`src/rtl/regfile_pkg.sv`:
```
// Shared types, parameter defaults and the byte-merge helper for register_file_mp.
package regfile_pkg;

    typedef enum logic {
        CLEAR = 1'b0,
        IDLE  = 1'b1
    } state_e;

    localparam int DATA_W_DEF   = 32;
    localparam int ADDR_W_DEF   = 5;
    localparam int RD_PORTS_DEF = 2;
    localparam int ZERO_REG_DEF = 1;
    // Widest entry the merge helper supports; callers cast to and from this width.
    localparam int MERGE_W      = 256;

    function automatic logic [MERGE_W-1:0] byte_merge(
        input logic [MERGE_W-1:0]   old_d,
        input logic [MERGE_W-1:0]   new_d,
        input logic [MERGE_W/8-1:0] be
    );
        logic [MERGE_W-1:0] res;
        res = old_d;
        for (int i = 0; i < MERGE_W/8; i++) begin
            if (be[i]) begin
                res[8*i +: 8] = new_d[8*i +: 8];
            end
        end
        return res;
    endfunction

endpackage

```
`src/rtl/regfile_rd_port.sv`:
```
// One registered read port: zero-register masking and, with REGFILE_BYPASS_EN, write bypass.
module regfile_rd_port #(
    parameter int DATA_W   = 32,
    parameter int ADDR_W   = 5,
    parameter int ZERO_REG = 1
) (
    input  logic              clk,
    input  logic              reset,
    input  logic              i_rd,
    input  logic [ADDR_W-1:0] i_raddr,
    input  logic [DATA_W-1:0] i_mem_data,
`ifdef REGFILE_BYPASS_EN
    input  logic              i_wr_hit,
    input  logic [DATA_W-1:0] i_wr_data,
`endif
    output logic [DATA_W-1:0] o_rdata,
    output logic              o_rvalid
);

    logic [DATA_W-1:0] w_data;

    // Select the value a read returns this cycle.
    always_comb begin
        w_data = i_mem_data;
`ifdef REGFILE_BYPASS_EN
        if (i_wr_hit) begin
            w_data = i_wr_data;
        end else begin
            w_data = i_mem_data;
        end
`endif
        if ((ZERO_REG != 0) && (i_raddr == {ADDR_W{1'b0}})) begin
            w_data = {DATA_W{1'b0}};
        end else begin
            w_data = w_data;
        end
    end

    // Register read data and the one-cycle valid pulse; data holds when idle.
    always_ff @(posedge clk or negedge reset) begin
        if (!reset) begin
            o_rdata  <= {DATA_W{1'b0}};
            o_rvalid <= 1'b0;
        end else if (i_rd) begin
            o_rdata  <= w_data;
            o_rvalid <= 1'b1;
        end else begin
            o_rvalid <= 1'b0;
        end
    end

endmodule

```
`src/rtl/register_file_mp.sv`:
```
// Multi-read-port register file with byte-enabled writes and a hardware clear sequencer.
// Optional same-cycle write-to-read bypass is built when REGFILE_BYPASS_EN is defined.
module register_file_mp
    import regfile_pkg::*;
#(
    parameter int DATA_W   = DATA_W_DEF,
    parameter int ADDR_W   = ADDR_W_DEF,
    parameter int RD_PORTS = RD_PORTS_DEF,
    parameter int ZERO_REG = ZERO_REG_DEF
) (
    input  logic                       clk,
    input  logic                       reset,
    input  logic                       sel,
    input  logic                       clear,
    input  logic                       wr,
    input  logic [ADDR_W-1:0]          waddr,
    input  logic [DATA_W-1:0]          wdata,
    input  logic [DATA_W/8-1:0]        wbe,
    input  logic [RD_PORTS-1:0]        rd_en,
    input  logic [RD_PORTS*ADDR_W-1:0] raddr,
    output logic [RD_PORTS*DATA_W-1:0] rdata,
    output logic [RD_PORTS-1:0]        rvalid,
    output logic                       busy
);

    localparam int DEPTH = 1 << ADDR_W;

    logic [DATA_W-1:0] r_mem [DEPTH];
    state_e            r_state;
    logic [ADDR_W-1:0] r_ptr;
    logic              r_busy;
    logic              w_wr_en;
    logic [DATA_W-1:0] w_merged;

    assign busy     = r_busy;
    // Clear wins over a coincident write; entry 0 is never written when hard-wired to zero.
    assign w_wr_en  = sel && wr && !r_busy && !clear &&
                      !((ZERO_REG != 0) && (waddr == {ADDR_W{1'b0}}));
    assign w_merged = DATA_W'(byte_merge(MERGE_W'(r_mem[waddr]), MERGE_W'(wdata),
                                         (MERGE_W/8)'(wbe)));

    // Clear sequencer: walks every entry once after reset or on a clear request.
    always_ff @(posedge clk or negedge reset) begin
        if (!reset) begin
            r_state <= CLEAR;
            r_ptr   <= {ADDR_W{1'b0}};
            r_busy  <= 1'b1;
        end else begin
            case (r_state)
                CLEAR: begin
                    if (r_ptr == ADDR_W'(DEPTH - 1)) begin
                        r_state <= IDLE;
                        r_busy  <= 1'b0;
                    end else begin
                        r_state <= CLEAR;
                        r_busy  <= 1'b1;
                    end
                    r_ptr <= r_ptr + ADDR_W'(1);
                end
                IDLE: begin
                    if (clear) begin
                        r_state <= CLEAR;
                        r_busy  <= 1'b1;
                    end else begin
                        r_state <= IDLE;
                        r_busy  <= 1'b0;
                    end
                    r_ptr <= {ADDR_W{1'b0}};
                end
                default: begin
                    r_state <= CLEAR;
                    r_ptr   <= {ADDR_W{1'b0}};
                    r_busy  <= 1'b1;
                end
            endcase
        end
    end

    // Storage array; deliberately unreset, initialised only by the sequencer.
    always_ff @(posedge clk) begin
        if (r_state == CLEAR) begin
            r_mem[r_ptr] <= {DATA_W{1'b0}};
        end else if (w_wr_en) begin
            r_mem[waddr] <= w_merged;
        end
    end

    for (genvar p = 0; p < RD_PORTS; p++) begin : g_rd
        logic [ADDR_W-1:0] w_raddr;
        assign w_raddr = raddr[p*ADDR_W +: ADDR_W];

        regfile_rd_port #(
            .DATA_W   (DATA_W),
            .ADDR_W   (ADDR_W),
            .ZERO_REG (ZERO_REG)
        ) u_rd_port (
            .clk        (clk),
            .reset      (reset),
            .i_rd       (sel && rd_en[p] && !r_busy),
            .i_raddr    (w_raddr),
            .i_mem_data (r_mem[w_raddr]),
`ifdef REGFILE_BYPASS_EN
            .i_wr_hit   (w_wr_en && (waddr == w_raddr)),
            .i_wr_data  (w_merged),
`endif
            .o_rdata    (rdata[p*DATA_W +: DATA_W]),
            .o_rvalid   (rvalid[p])
        );
    end

endmodule

```
`config.mk`:
```
export PLATFORM = sky130hd
export DESIGN_NAME = register_file_mp
export DESIGN_NICKNAME = d
export VERILOG_FILES = /design/src/rtl/regfile_pkg.sv /design/src/rtl/regfile_rd_port.sv /design/src/rtl/register_file_mp.sv
export SDC_FILE = /design/constraint.sdc
export NUM_CORES = 1
export LEC_CHECK = 0
export BUFFER_PORTS_ARGS = -buffer_cell sky130_fd_sc_hd__buf_2
export CORE_UTILIZATION = 50
export DETAILED_ROUTE_END_ITERATION = 6
export PLACE_DENSITY = 0.66
export SLEW_MARGIN = 0
export SYNTH_ARGS = -nofsm -noshare
export SYNTH_HDL_FRONTEND = slang
export SYNTH_SLANG_ARGS = --single-unit
export TNS_END_PERCENT = 100
```
`constraint.sdc`:
```
create_clock -name clk -period 4.6 [get_ports clk]
set_input_delay 0.92 -clock clk [delete_from_list [all_inputs] [get_ports clk]]
set_output_delay 0.92 -clock clk [all_outputs]
set_load 0.02 [all_outputs]
```
* Yosys cells after proc, flatten, opt, wreduce, memory -nomap -nowiden
Memories as Yosys holds them, arrays and structs flattened.
Index checks and enable logic that the tools add are counted.
** Cells by class
- Add/sub/neg operators :: 1
- Reductions and logical operators :: 19
- Equality and inequality tests :: 5
- Muxes and demuxes :: 22
- Bitwise logic cells :: 1
** Operators by type and width (number)
- $mux 32 :: 3
- $mux 8 :: 4
- $reduce_or 32->1 :: 1
- $logic_not 5->1 :: 3
- $mux 1 :: 10
- $pmux 5 s2 :: 1
- $logic_and 1x1->1 :: 8
- $reduce_and 2->1 :: 4
- $add 5x1->5 const B :: 1
- $eq 5x5->1 const B :: 1
- $mux 5 :: 1
- $mux 4 :: 1
- $ne 1x1->1 const B :: 4
- $pmux 1 s2 :: 2
- $logic_not 1->1 :: 3
- $not 1->1 :: 1
** Storage, ports and cells
- RAM bits :: 1024
- Input port bits :: 58
- Memories :: 1
- Word-level logic and storage cells :: 56
- Bits in registers :: 73
** Memory list
- r_mem :: depth 32, width 32, rd ports 2, clocked after Yosys merged registers in 0, wr ports 1, line register_file_mp.sv:28 : logic [DATA_W-1:0] r_mem [DEPTH];

* Depth between registers and ports, before layout
- Depth after elaboration :: 10
- Mapped depth :: 8
- Gate-level depth less buffers :: 6

* Modules after synthesis
A second synthesis with hierarchy kept.
** Second synthesis, totals
- Cells, all modules :: 2550
- Area total of the unflattened synthesis :: 49856.6 µm²
** By module, submodules not included
- register_file_mp :: area an instance 47038.9 µm², seq. area each 30925.9 µm², cells each 2332, times used 1
- regfile_rd_port :: area an instance 1408.9 µm², seq. area each 825.8 µm², cells each 109, times used 2

* Least setup slack after synthesis
OpenSTA, ideal clock, no wires.
- Path type :: input to register
- Start :: in clear
- End :: mem r_mem[30][0] (enable)
- Slack :: 849 ps
- Data required time :: 4205 ps
- Data arrival time :: 3357 ps
- Stages :: 5
- Cells stage by stage :: nand4bb_4 a2111oi_4 mux2_2 buf_2 nor4_1
** On the way
- Longest elaborated chain between the ends :: 9
- Elaborated cells between the ends (all ways) :: 13
** Ends and longest elaborated chain
- from (decl) :: line register_file_mp.sv:14 : input logic clear,
- $logic_not 1->1 * :: line register_file_mp.sv:37 : assign w_wr_en = sel && wr && !r_busy && !clear &&
- $logic_and 1x1->1 * (2 in series) :: line register_file_mp.sv:37
- $mux 1 * :: line register_file_mp.sv:83 : end else if (w_wr_en) begin
- $mux 1 * :: line register_file_mp.sv:81 : if (r_state == CLEAR) begin
- $mux 1 (implied by the code) * :: line register_file_mp.sv:84 : r_mem[waddr] <= w_merged;
- $reduce_and 2->1 (no source line)
- $reduce_or 32->1 (no source line)
- $mux 5 (no source line) or $mux 4 (tied branches)
- to (decl) :: line register_file_mp.sv:28
Mark *: on every way between the ends. The rest lies on a longest branch, timed or not.

* Final worst setup path
- Start :: reg r_state
- End :: mem r_mem[6][2] (enable)
** On the way
- Longest elaborated chain between the ends :: 5
- Elaborated cells between the ends (all ways) :: 10
** Ends and longest elaborated chain
- from (decl) :: line register_file_mp.sv:29 : state_e r_state;
- from (signal assigned) :: line register_file_mp.sv:45 : r_state <= CLEAR;
- from (signal assigned) :: line register_file_mp.sv:52 : r_state <= IDLE;
- from (signal assigned) :: line register_file_mp.sv:55 : r_state <= CLEAR;
- $mux 1 :: line register_file_mp.sv:81
- $mux 1 (implied by the code) :: line register_file_mp.sv:84
- $reduce_and 2->1 (no source line)
- $reduce_or 32->1 (no source line)
- $mux 5 (no source line) or $mux 4 (tied branches)
Parallel ways exist; a longest one is shown, timed or not.

==> results.cfg <==
[die]
die_x_um = 322
die_area_um2 = 104000
die_h_um = 322
io_pins = 125
core_um2 = 102000
row_count = 117
start_util_pct = 50.5

[power_and_ir_drop]
p_int_mw = 19.1
max-vdd-ir-drop_mv = 0.362
leakagePower_nw = 20.1
p_switching_mw = 8.16
swShare_pct = 30.0
p_per_area_nw_per_um2 = 470
pwr-share-seq_pct = 46.7
clkPwrFrac_pct = 34.2
p_comb_share_pct = 19.1
power.total_mw = 27.2

[clock_tree]
holdBufCountCts = 0
cts_buffer_depth = 3
cts_buffers = 109
cts_tree = yes
post_cts_buffers = 0
htreeDepth = 3
clockRootBuffer = clkbuf_16
cts_num_sinks = 1097
clock_latency_ps = 690
cts_resized = 0
cts.clk_slew.worst_paths_ps = 60

[detailed_routing]
via_per_inst = 6.95
final_antenna_net_count = 0
wl_per_cell_um = 34.9
dr.pass1.iters = 6
drc_errors = 0
via_count = 31900
drtIter0Drc = 4539
finalWirelength_mm = 161

[logic_synthesis]
syn_nets = 3083
yosysWarnings = 0
synthTopCellsByArea = edfxtp_1 (60%), mux4_2 (13%), mux2i_1 (5.1%), mux2_2 (4.1%), dfrtp_1 (3.5%)
ys_ff_latch = 1097
ys.flop_type = edfxtp_1
synth_top_area_cell = edfxtp_1
avgSynthCellArea_um2 = 17.0
syn_inst = 3023
async_reset_ff_share_pct = 6.65
synth_cell_types = 64
yosysTopAreaCellShare_pct = 59.9
netlist_area_um2 = 51300
yosysSeqAreaShare_pct = 63.5
synth_edf_count = 1024

[layout]
finalNetCount = 3193
area_delta_synth_final_pct = 12.9
drive_gt1_share_pct = 34.0
multiInputGateArea_um2 = 17900
seq_area_um2 = 32600
fin_area_um2 = 57900
fill_cells = 7594

[timing]
worst_pin_slew_ps = 1230
slew_violations = 0
finalClockSkew_ps = 27.2
worst_slack_ps = 1040
fmax_ghz = 0.281
fin_crit_sh_pct = 77.3
fin_tns_setup_ps = 0
final-setup-viol-count = 0
grt_setup_unrepaired = false
hold_viol_final = 0
fin_crit_ps = 3560
slew_headroom_pct = 17.0

[grt]
grt_pass1_vias = 31700
grt_usage_pct = 31.0
antenna_found_initial = 3
grt_pass1_wl_mm = 230
grt_overflow = 0
grt_max_degree = 89

[placed_design]
hpwlAfterDp_mm = 105
place.gp.congestion = 0.923
portBuffers = 124
place_ws_ps = 454
placed_area_um2 = 54200

[worst_setup_path]
worstPathRequired_ps = 4890
r2r_start = r_state$_DFF_PN0_
slowest_delay_ps = 910
crit_buf_inv = 1
reg2reg_depth = 5
critPathLaunch = r_state$_DFF_PN0_
cp.depth = 5
critPathLaunchType = flip-flop
cp.arrival_ps = 3850
path_cells = nand4bb_4, or4_1, o21a_4, buf_12, nor4_2
critical_path.endpoint_type = flip-flop
cpLargestDelayFamily = simple AND/OR/NAND/NOR gates
cp_max_fo = 30
setup.worst_path.class = reg2reg
cpMaxStageDelayCell = nor4_2

[hold_path]
hold_path.class = in2async

[outcome]
status = complete, no violations

[run]
maxCapViolCount = 0
-- power by group through the flow --
stage	combinational, mW	clock, mW	sequential (mW)
finish	5.20	9.30	12.7
floorplan	2.76	0	12.9
global route	5.43	9.71	12.8
global placement	5.05	0	12.9
CTS	5.16	9.34	12.7
detailed placement	5.14	0	12.9
-- stage by stage --
step | hold slack [ps] | instances | util [%]
global placement | 464 | 4390 | 53.3
global route | 399 | 4596 | 57.0
detailed placement | 464 | 4390 | 53.3
finish | 354 | 4597 | 57.0
CTS | 353 | 4596 | 57.0
floorplan | 494 | 3023 | -
-- cell usage after synthesis, types with 54 or more instances --
| master | count |
|---|---|
| clkbuf_1 | 143 |
| mux2_2 | 187 |
| nor4_1 | 54 |
| nand2_1 | 99 |
| edfxtp_1 | 1024 |
| mux2i_1 | 261 |
| nor2_1 | 73 |
| mux4_2 | 295 |
| buf_2 | 92 |
| o22ai_1 | 92 |
| dfrtp_1 | 72 |
| a22oi_1 | 122 |
-- flip-flops by register name (all words and copies together) (netlist names) --
register,cells
busy,1
g_rd.u_rd_port.o_rdata,64
g_rd.u_rd_port.o_rvalid,2
r_mem,1024
r_ptr,5
r_state,1
-- layout by cell type (no fill, tap or decap), drive strengths merged, types with 3 or more instances in the layout --
master and instances:
a211oi 33, a22oi 122, buf 264, nand3b 4, edfxtp 1024, and2 34
o31ai 31, o21ai 3, and3 3, mux4 295, nand2 99, nor3 65
nor2b 45, nand3 33, o22ai 92, a32o 31, clkinvlp 14, nor2 73
o221a 30, a21oi 31, o211ai 30, nor4 98, or4 3, mux2 187
bufinv 15, o221ai 5, clkbuf 125, clkinv 46, a2111oi 6, mux2i 261
inv 19, dfrtp 72
-- final cells by class --
| class | instances | share of cell area [%] |
|---|---|---|
| Multi-Input combinational cell | 1648 | 30.9 |
| Clock inverter | 81 | 1.50 |
| Sequential cell | 1097 | 56.2 |
| Antenna cell | 1 | 0.00432 |
| Timing Repair Buffer | 264 | 3.40 |
| Tap cell | 1368 | 2.95 |
| Inverter | 13 | 0.0842 |
| Clock buffer | 125 | 4.94 |
-- per-layer routing --
metal  GRT usage, %  vias to the layer above  share of wire (%)
li1               -                    12800                  -
met1           44.0                    16600                 39
met2           48.3                     2227                 47
met3           6.12                      281                 11
met4           10.4                        2                3.3
met5              0                        -             0.0044
-- path summary, 6_finish.rpt --
kind,end,slack [ps]
setup / recovery,r_mem[6][2]$_DFFE_PP_,1040
hold / removal,g_rd[1].u_rd_port.o_rdata[22]$_DFFE_PN0P_,350
setup reg to reg,r_mem[6][2]$_DFFE_PP_,1040
hold reg to reg,g_rd[0].u_rd_port.o_rdata[29]$_DFFE_PN0P_,470
max in group asynchronous,g_rd[1].u_rd_port.o_rdata[6]$_DFFE_PN0P_,3110
min in group clk,g_rd[0].u_rd_port.o_rdata[29]$_DFFE_PN0P_,470
-- kinds of logic after synthesis --
| logic type | count (synthesis) | share of synthesized area [%] |
|---|---|---|
| adders and majority gates | 2 | 0.0487 |
| AOI/OAI and AO/OA | 422 | 6.28 |
| muxes | 743 | 22.1 |
| xor gates and xnor gates | 2 | 0.0341 |
| DFF | 1097 | 63.5 |
| and+or+nand+nor | 479 | 5.74 |
| buffers and inverters | 278 | 2.32 |
No activity file was read; power rests on OpenSTA's default activity.
